--- config.mk ---
export PLATFORM = sky130hd
export DESIGN_NAME = mul4_seq_ctrl
export DESIGN_NICKNAME = d
export VERILOG_FILES = /design/src/rtl/mul_seq_pkg.sv /design/src/rtl/mul4_seq_slice_mux.sv /design/src/rtl/mul4_seq_ctrl.sv
export SDC_FILE = /design/constraint.sdc
export NUM_CORES = 1
export LEC_CHECK = 0
export CAP_MARGIN = 20
export CORE_MARGIN = 1.5
export CORE_UTILIZATION = 49
export DETAILED_ROUTE_END_ITERATION = 8
export PLACE_DENSITY_LB_ADDON = 0.2
export SKIP_LAST_GASP = 1
export SLEW_MARGIN = 10
export SYNTH_ARGS = -nofsm -noshare
export SYNTH_HDL_FRONTEND = slang
export SYNTH_SLANG_ARGS = --single-unit
--- constraint.sdc ---
create_clock -name clk -period 2.7 [get_ports clk]
set_input_delay 0.405 -clock clk [delete_from_list [all_inputs] [get_ports clk]]
set_output_delay 0.405 -clock clk [all_outputs]
set_load 0.005 [all_outputs]
--- src/rtl/mul_seq_pkg.sv ---
// mul_seq_pkg: shared types and constants for the 4x4 sequential multiplier built on a 2x2 core.
package mul_seq_pkg;
   typedef enum logic [1:0] {IDLE, RUN, DONE} state_t;
   localparam int OP_W = 4;
   localparam int SLICE_W = 2;
   localparam int PROD_W = 8;
   localparam logic [2:0] SHIFT_STEP [4] = '{3'd0, 3'd2, 3'd2, 3'd4};
endpackage

--- src/rtl/mul4_seq_slice_mux.sv ---
// mul4_seq_slice_mux: picks the operand slice pair and partial-product shift for each step.
module mul4_seq_slice_mux
   import mul_seq_pkg::*;
(
   input  logic               run,
   input  logic [1:0]         step,
   input  logic [OP_W-1:0]    a,
   input  logic [OP_W-1:0]    b,
   output logic [SLICE_W-1:0] mul_a,
   output logic [SLICE_W-1:0] mul_b,
   output logic [2:0]         shift
);
   // step bit 0 selects the high slice of a, step bit 1 the high slice of b
   always_comb begin
      mul_a = run ? (step[0] ? a[3:2] : a[1:0]) : '0;
      mul_b = run ? (step[1] ? b[3:2] : b[1:0]) : '0;
      shift = SHIFT_STEP[step];
   end
endmodule

--- src/rtl/mul4_seq_ctrl.sv ---
// mul4_seq_ctrl: 4x4 unsigned multiply over four cycles using an external 2x2 core.
module mul4_seq_ctrl
   import mul_seq_pkg::*;
#(
   parameter bit HOLD_RESULT = 1'b1
) (
   input  logic               clk,
   input  logic               rst,
   input  logic               start,
   input  logic [OP_W-1:0]    a,
   input  logic [OP_W-1:0]    b,
   output logic               ready,
   output logic               done,
   output logic [PROD_W-1:0]  prod,
   output logic [SLICE_W-1:0] mul_a,
   output logic [SLICE_W-1:0] mul_b,
   input  logic [3:0]         mul_p
);
   state_t state, state_nx;
   logic [1:0] step;
   logic [OP_W-1:0] a_q, b_q;
   logic [PROD_W-1:0] acc, prod_q, sum;
   logic [2:0] shift;
   logic accept;

   mul4_seq_slice_mux u_mux (
      .run   (state == RUN),
      .step  (step),
      .a     (a_q),
      .b     (b_q),
      .mul_a (mul_a),
      .mul_b (mul_b),
      .shift (shift)
   );

   always_comb begin
      accept = start && (state != RUN);
      state_nx = accept ? RUN : (state == RUN) ? ((step == 2'd3) ? DONE : RUN) : IDLE;
      ready = state != RUN;
      done = state == DONE;
      sum = acc + (PROD_W'(mul_p) << shift);
      prod = (HOLD_RESULT || done) ? prod_q : '0;
   end

   always_ff @(posedge clk) begin
      if (rst) begin
         state <= IDLE;
         step <= '0;
         acc <= '0;
         prod_q <= '0;
         a_q <= '0;
         b_q <= '0;
      end else begin
         state <= state_nx;
         if (accept) begin
            a_q <= a;
            b_q <= b;
            acc <= '0;
            step <= '0;
         end else if (state == RUN) begin
            acc <= sum;
            step <= step + 2'd1;
            if (step == 2'd3) prod_q <= sum;
         end
      end
   end
endmodule
==> impl_metrics.ini, run 1 <==
[logic_synthesis]
synth_edf_count = 0
ys_seq_elements = 28
syn-num-nets = 202
synth_area_leaders = dfxtp_1 39%, nand2_1 9.3%, a21oi_1 7.2%
yosys_warnings = 0
ys_seq_area_share_pct = 38.7
async_flop_share_pct = 0
synth_cells = 178
synthTopCellsByCount = 36 x nand2_1, 28 x dfxtp_1, 21 x a21oi_1, 14 x nor2_1, 8 x ha_1
ys_types = 36
postSynthAreaPerCell_um2 = 8.15
syn_area_um2 = 1450
synth_ff_type = dfxtp_1
synth.top_cell.area_share_pct = 38.7
synth.largest_area_cell = dfxtp_1
yosysMostFrequentCell = nand2_1

[global_route]
antenna_found_initial = 0
grt_max_degree = 16
grt_pass1_vias = 1259
grtUsageTotal_pct = 20.7
grt_first_pass_wirelength_um = 5340
grt_overflow = 0

[detailed_routing]
drtPass1Iterations = 4
drtIter0Drc = 37
wl_per_cell_um = 12.7
drt_drc_violations_left = 0
routed_via_density = 5.32
num_vias = 1260
ant_nets = 0
wl_um = 3010

[cells_and_area]
fin_area_um2 = 1810
drive_gt1_share_pct = 6.80
final_core_util_pct = 64.9
fillCellCount = 240
multiInputGateArea_um2 = 851
fin_cells = 237
register_area_um2 = 562
antenna_cells = 0
nNetsFinal = 231
syn_to_final_growth_pct = 24.5

[floorplan]
die_w_um = 57.4
die_h_um = 57.4
core_region_area_um2 = 2780
ios = 29
initial_utilization_pct = 52.1
fp-row-count = 19
design.die.area_um2 = 3290

[power_and_ir_drop]
power.leakage_uw = 0.000674
ir_worst_vdd_mv = 0.366
power_uw = 784
power_density_nw_per_um2 = 434

[cts]
clockRootBuffer = clkbuf_4
cts_buffers = 3
clockBufferDepth = 2
h-tree-depth = 1
cts_tree = yes
clock_latency_ps = 340
post-cts-setup-buffers = 0
cts.sinks = 28
cts.clk_slew.worst_paths_ps = 150

[timing]
final.setup_skew_ps = 9.46
finalHoldViolations = 0
setup_viol = 0
slew_violations = 0
max_slew_margin_pct = 70.3
worst_pin_slew_ps = 444
max_freq_ghz = 0.391
setup_tns_ps = 0
min_period_over_period_pct = 94.6
rsz0062_at_grt = no
fin_crit_ps = 2550

[setup_path]
cp-end-kind = flop
critical_path_class = flop to flop
critPathRequiredTime_ps = 2970
worst_setup_path_start_kind = flop
crit_fanout = 6
crit_arrival_ps = 2820

[placement]
gp_congestion = 0.807
port_buffers = 28
hpwl_um = 2350
placed_cells = 233
placed_area_um2 = 1760

[flow_run]
cap_viol_max_count = 0

[status]
status = complete, no violations

[min_path]
hp-class = flop to flop
power by group:
part,internal [uW],switching [uW],leakage [uW],total [uW]
Clock,82.8,122,0.0000210,205
Sequential,428,9.12,0.000228,437
Combinational,66.5,75.4,0.000425,142
metrics by stage:
stage | setup slack, ps | hold slack [ps]
after global routing | 7.68 | 498
after CTS | 68.9 | 469
after global placement | 211 | 444
after detailed placement | 89.3 | 450
after floorplan | 361 | 436
final | 146 | 465
path summary, 6_finish.rpt:
kind | startpoint | to | slack, ps | cells after the start
hold / removal | a_q[2] | a_q[2] | 470 | 2
hold reg to reg | a_q[2] | a_q[2] | 470 | 2
setup reg to reg | step[0] | prod[6] | 150 | 11
setup / recovery | step[0] | prod[6] | 150 | 11
flip-flops by register name, indices dropped and copies added, names as in the netlist:
name	flops
step	2
state	2
prod	8
acc	8
a_q	4
b_q	4
per-layer routing:
layer	global-route usage [%]	up-vias	part of all wire [%]
met5	0	-	0
met4	10.3	0	2.3
met3	2.49	7	2.8
met2	33.6	25	47
met1	27.0	570	48
li1	-	658	-
repair_timing:
action,in CTS,in global routing
gates resized for setup,0,2
endpoints found under the setup margin,0,3
hold buffers,0,0
worst max-delay path: stages, from the launching register on:
cell,delay [ps]
dfxtp_2,380
ha_1,400
nor2_1,160
and2_1,150
ha_1,160
inv_1,50
fa_1,400
nor2b_1,180
o31a_1,180
o21ai_0,70
nor3b_2,160
o31ai_1,210
cells in the final DEF, fill, tap and decap left out, types with 2 or more instances in the layout:
cell and count:
a211oi_1 2, a21oi_1 21, a22o_1 2, and2_1 4
buf_4 3, clkbuf_4 3, clkdlybuf4s50_1 28, dfxtp_1 27
ha_1 8, inv_1 3, mux2i_1 6, nand2_1 36
nand2b_1 4, nand3_1 4, nand3b_1 2, nor2_1 14
nor2b_1 7, o21a_1 2, o21ai_0 5, o21ai_1 2
o31ai_1 2, xnor2_1 5
logic make-up (layout without fill, tap and decap cells):
kind of cell    after synthesis  in the layout  share of synthesized area [%]
compound gates               40             40                           16.4
xor+xnor                      6              6                           3.62
fa+ha+maj                     9              9                           8.28
buf+inv                      11             39                           3.02
flops                        28             28                           38.7
mux                           6              6                           4.14
simple gates                 78             78                           25.9
area by class of cell:
cell class,instances,area share [%]
Timing Repair Buffer,31,16.8
Inverter,4,0.832
Tap cell,31,2.15
Multi-Input combinational cell,139,47.1
Clock buffer,4,2.01
Sequential cell,28,31.1
(Power assumes the default switching activity.)
==> run 2: changes to the inputs <==
--- a/config.mk
+++ b/config.mk
@@ -7,7 +7,7 @@
 export LEC_CHECK = 0
 export CAP_MARGIN = 20
 export CORE_MARGIN = 1.5
-export CORE_UTILIZATION = 49
+export CORE_UTILIZATION = 50
 export DETAILED_ROUTE_END_ITERATION = 8
 export PLACE_DENSITY_LB_ADDON = 0.2
 export SKIP_LAST_GASP = 1
==> run 2 against run 1 <==
Cell count is 0.84% lower; power is 8.5% higher; clock power is 31% higher; critical path depth stayed put; sequential power hardly changed; register-to-register slack better by 20 ps; count of clock-buffer cells in the layout is 1 lower; worst hold slack better by 3.3 ps; setup slack better by 21 ps; sequential share of layout area is 0.069 points higher; maximum frequency is 0.81% higher; die area is 1.9% lower; largest power group unchanged.
==> impl_metrics.ini, run 2 (synthesis gave the netlist of run 1 again) <==
[status]
status = complete, no violations

[power_and_ir_drop]
ir_worst_vdd_mv = 0.389
power_density_nw_per_um2 = 471
power.leakage_uw = 0.000665
power_uw = 851

[setup_path]
path_buf_inv = 1
crit_cells = 11
rr_worst_depth = 11
cp_slowest_stage_delay_ps = 410
critPathRequiredTime_ps = 2920
startpoint = step[0]
critical_path_class = flop to flop
cpLargestDelayFamily = adder cells
cp-end-kind = flop
r2r_start = step[0]
worst_path_max_delay_cell = dfxtp_2
ff2ff_setup_slack_ps = 170
crit_fanout = 6
worst_setup_path_start_kind = flop
crit_path_end = acc[6]
crit_arrival_ps = 2750
crit_chain = ha_2 -> nor2_1 -> and2_1 -> ha_1 -> inv_1 -> fa_1 -> nor2b_1 -> o31a_1 -> nor3_1 -> nor3b_1 -> o21ai_1
timing.rr.end = acc[6]

[detailed_routing]
wl_per_cell_um = 13.4
wl_um = 3150
num_vias = 1253
ant_nets = 0
routed_via_density = 5.33
drt_drc_violations_left = 0
drtPass1Iterations = 4
drtIter0Drc = 42

[floorplan]
ios = 29
core_region_area_um2 = 2760
design.die.area_um2 = 3230
die_h_um = 56.9
fp-row-count = 19
initial_utilization_pct = 52.6
die_w_um = 56.9

[timing]
finalHoldViolations = 0
rsz0062_at_grt = no
final.setup_skew_ps = 8.51
setup_tns_ps = 0
max_slew_margin_pct = 70.6
max_freq_ghz = 0.395
slew_violations = 0
fin_crit_ps = 2530
min_period_over_period_pct = 93.8
setup_viol = 0
worst_pin_slew_ps = 440

[cells_and_area]
nNetsFinal = 229
fillCellCount = 237
final_core_util_pct = 65.5
final_cell_mix = 36 x nand2_1, 28 x clkdlybuf4s50_1, 26 x dfxtp_1
drive_gt1_share_pct = 6.37
antenna_cells = 0
final_common_cell = nand2_1
syn_to_final_growth_pct = 24.5

[placement]
gp_congestion = 0.837
hpwl_um = 2420
port_buffers = 28

[global_route]
grtUsageTotal_pct = 20.5
antenna_found_initial = 0
grt_pass1_vias = 1254
grt_max_degree = 17
grt_first_pass_wirelength_um = 5260
grt_overflow = 0

[cts]
h-tree-depth = 1
clockRootBuffer = clkbuf_4
cts.clk_slew.worst_paths_ps = 150
clockBufferDepth = 2
post-cts-setup-buffers = 0
clock_latency_ps = 320
cts_buffers = 3
cts_tree = yes
cts.sinks = 28

[flow_run]
cap_viol_max_count = 0

[min_path]
hp-class = flop to flop
## run 2: routing by layer
metal / up-vias / wire length (um) / global-route usage [%]
met1: 572 / 1400 / 25.5
met3: 2 / 116 / 2.76
met5: - / 0 / 0
li1: 651 / - / -
met2: 28 / 1610 / 36.4
met4: 0 / 21 / 6.64
## run 2: repair_timing
action / 4_1_cts / 5_1_grt
endpoints found under the setup margin: 0 / 3
resized for setup: 0 / 3
hold buffers: 0 / 0
## run 2: worst min path at each step
stage	startpoint	end	slack, ps	cells after the start
6_report	a_q[0]	a_q[0]	470	2
3_5_place_dp	b_q[3]	b_q[3]	450	2
3_3_place_gp	b_q[3]	b_q[3]	440	2
5_1_grt	b_q[3]	b_q[3]	490	2
4_1_cts	b_q[3]	b_q[3]	470	2
2_1_floorplan	a_q[0]	a_q[0]	440	2
## run 2: worst reg2reg max path, stage by stage, from the launching register on
cell and delay, ps:
dfxtp_2 410, ha_2 340, nor2_1 150, and2_1 150, ha_1 170, inv_1 60, fa_1 400, nor2b_1 160
o31a_1 170, nor3_1 60, nor3b_1 260, o21ai_1 110
## run 2: cell type report
type / instances / area [um2] / share of cell area [%]
clock inverters: 1 / 30.0 / 1.66
multi-input cells: 139 / 848 / 47.0
well taps: 31 / 38.8 / 2.15
flip-flops and latches: 28 / 563 / 31.2
repair buffers: 29 / 288 / 15.9
clock buffers: 3 / 22.5 / 1.25
inverters: 4 / 15.0 / 0.832
## run 2: report_power, final
part           total, uW  internal, uW  switching [uW]
clock network        269           150             119
registers            438           428            9.55
logic                144          66.8            77.6
total                851           645             206
## run 2: through the flow
stage	std cells	worst slack [ps]	area [um2]	hold slack [ps]
final	235	166	1810	468
after floorplan	178	361	1450	436
after detailed placement	231	124	1750	451
after global routing	235	22.3	1810	486
after global placement	231	219	1750	444
after CTS	235	93.7	1800	471
==> run 3: changes to the inputs <==
--- a/config.mk
+++ b/config.mk
@@ -7,11 +7,13 @@
 export LEC_CHECK = 0
 export CAP_MARGIN = 20
 export CORE_MARGIN = 1.5
-export CORE_UTILIZATION = 50
+export CORE_UTILIZATION = 51
 export DETAILED_ROUTE_END_ITERATION = 8
+export MAX_ROUTING_LAYER = met4
 export PLACE_DENSITY_LB_ADDON = 0.2
 export SKIP_LAST_GASP = 1
 export SLEW_MARGIN = 10
 export SYNTH_ARGS = -nofsm -noshare
 export SYNTH_HDL_FRONTEND = slang
+export SYNTH_HIERARCHICAL = 1
 export SYNTH_SLANG_ARGS = --single-unit
==> run 3 against run 2 <==
Global-route usage up 2.9 points; sequential power about the same; largest power group unchanged; register-to-register slack worse by 50 ps; clock power down 39%; flip-flop and latch count unchanged; first-iteration DRC count up 4.8%; design area up 5.8%; critical path type unchanged; synthesized cell count up 7.9%; count of clock-buffer cells in the layout unchanged; worst hold slack better by 1.8 ps; the run now ends with design-rule violations left; non-clock buffer count up 7; power down 6.9%.
==> impl_metrics.ini, run 3 <==
[setup_path]
critical_path_class = flop to flop
timing.rr.end = prod[7]
r2r_start = step[1]
crit_path_end = prod[7]
startpoint = step[1]
rr_worst_depth = 9
cp-end-kind = flop
ff2ff_setup_slack_ps = 110
crit_arrival_ps = 2840
worst_setup_path_start_kind = flop
critPathRequiredTime_ps = 2950
crit_fanout = 10

[cells_and_area]
nNetsFinal = 246
drive_gt1_share_pct = 7.31
antenna_cells = 0
fin_cells = 250
final_cell_mix = 32 x nand2_1, 28 x dfxtp_1, 28 x clkdlybuf4s50_1
final_common_cell = nand2_1
fillCellCount = 258
syn_to_final_growth_pct = 22.6

[logic_synthesis]
ys_types = 40
synth.largest_area_cell = dfxtp_1
synth_cells = 192
synthTopCellsByCount = 32 x nand2_1, 28 x dfxtp_1, 20 x a21oi_1, 11 x nor2_1, 10 x nand3_1
ys_seq_area_share_pct = 36.0
yosysMostFrequentCell = nand2_1
syn_area_um2 = 1560
yosys_warnings = 6
synth.top_cell.area_share_pct = 36.0
synth_area_leaders = dfxtp_1 36%, nand2_1 7.7%, ha_1 7.2%
synth_edf_count = 0
async_flop_share_pct = 0
syn-num-nets = 217
ys_seq_elements = 28
synth_ff_type = dfxtp_1
postSynthAreaPerCell_um2 = 8.11

[detailed_routing]
ant_nets = 0
drt_drc_violations_left = 1
drtPass1Iterations = 6
num_vias = 1420
drtIter0Drc = 44
routed_via_density = 5.68
wl_per_cell_um = 14.4
wl_um = 3610

[placement]
port_buffers = 28
gp_congestion = 0.823
placed_cells = 247
hpwl_um = 2850

[min_path]
hp-class = flop to flop

[global_route]
antenna_found_initial = 0
grtUsageTotal_pct = 23.4
busiest_layer = met2
grt_pass1_vias = 1380
grt_max_degree = 23
grt.met1_usage_pct = 26.9
grt_first_pass_wirelength_um = 5950
gr-usage-met2_pct = 41.3
grt_overflow = 0
met3_usage_pct = 5.13

[floorplan]
core_region_area_um2 = 2830
design.die.area_um2 = 3390
die_h_um = 58.3
initial_utilization_pct = 55.1
ios = 29
fp-row-count = 19
die_w_um = 58.3

[timing]
max_freq_ghz = 0.387
finalHoldViolations = 0
min_period_over_period_pct = 95.8
fin_crit_ps = 2590
slew_violations = 0
setup_viol = 0
final.setup_skew_ps = 8.31
rsz0062_at_grt = no

[cts]
post_cts_resized = 0
cts_buffers = 3
clockBufferDepth = 2
cts.clk_slew.worst_paths_ps = 140
clockRootBuffer = clkbuf_4
cts_hold_buf = 0
post-cts-setup-buffers = 0
cts_tree = yes
cts.sinks = 28
clock_latency_ps = 320
h-tree-depth = 1

[power_and_ir_drop]
power_uw = 793
power_density_nw_per_um2 = 415
power.leakage_uw = 0.000718
ir_worst_vdd_mv = 0.291

[status]
status = complete, but fails checks
violations = design-rule violations

[flow_run]
cap_viol_max_count = 0
==> run 3: changes by cell type after synthesis, sizes merged, moves of 2 or more <==
cell	before	now
a22o	2	0
and2	4	1
clkbuf	4	8
nand2	37	33
nand2b	4	6
nand3	4	10
nor2	15	11
o22ai	0	3
==> run 3: layout make-up <==
cell class,instances,area (um2),share of cell area [%]
Sequential cell,28,561,29.4
Inverter,4,15.0,0.786
Multi-Input combinational cell,148,932,48.8
Tap cell,31,38.8,2.03
Clock buffer,3,22.5,1.18
Timing Repair Buffer,36,340,17.8
==> run 3: power breakdown <==
group / internal [uW] / total [uW] / leakage [uW] / switching [uW]
logic: 92.4 / 191 / 0.000476 / 98.7
clock network: 52.3 / 163 / 0.0000138 / 111
registers: 429 / 439 / 0.000228 / 9.64
==> run 3: how the worst min path moves through the flow <==
stage / from / endpoint / slack [ps] / cells past startpoint
after floorplan: a_q[0] / a_q[0] / 440 / 2
after CTS: b_q[2] / b_q[2] / 470 / 2
after global placement: a_q[0] / a_q[0] / 440 / 2
final: b_q[0] / b_q[0] / 470 / 2
after detailed placement: b_q[2] / b_q[2] / 450 / 2
after global routing: prod[0] / prod[0] / 490 / 2
==> run 3: critical path, stage by stage, from the launching register on <==
cell and delay [ps]:
dfxtp_1 340, ha_2 430, mux4_2 340, nor2b_1 160, ha_1 330, nand4_1 120
a21oi_1 190, and3b_1 220, xnor2_1 140, a211oi_1 230
==> run 3: logic make-up after synthesis <==
kind of cell	count (synthesis)	share of synthesized area (%)
other	1	0.241
adder cells (fa/ha/maj)	10	8.51
flip-flops	28	36.0
multiplexers	7	5.30
buffers and inverters	16	4.66
XOR/XNOR	6	3.86
AO/OA/AOI/OAI	43	16.1
AND/OR/NAND/NOR	81	25.3
==> run 3: stage by stage <==
step           worst slack [ps]  util [%]  hold WS, ps  setup TNS [ps]  cell area, um2
2_1_floorplan               131         -          436               0            1560
3_3_place_gp              -21.6      66.4          441           -25.8            1880
3_5_place_dp               -177      66.4          454            -540            1880
4_1_cts                    74.2      67.2          472               0            1900
5_1_grt                    13.9      67.5          486               0            1910
6_report                    113      67.5          470               0            1910
==> run 3: per-layer routing <==
metal | share of wire, % | routed length [um] | up-vias
met5 | 0 | 0 | -
met4 | 1.6 | 59 | 0
met3 | 4.1 | 149 | 10
met2 | 52 | 1880 | 32
met1 | 42 | 1520 | 663
li1 | - | - | 715
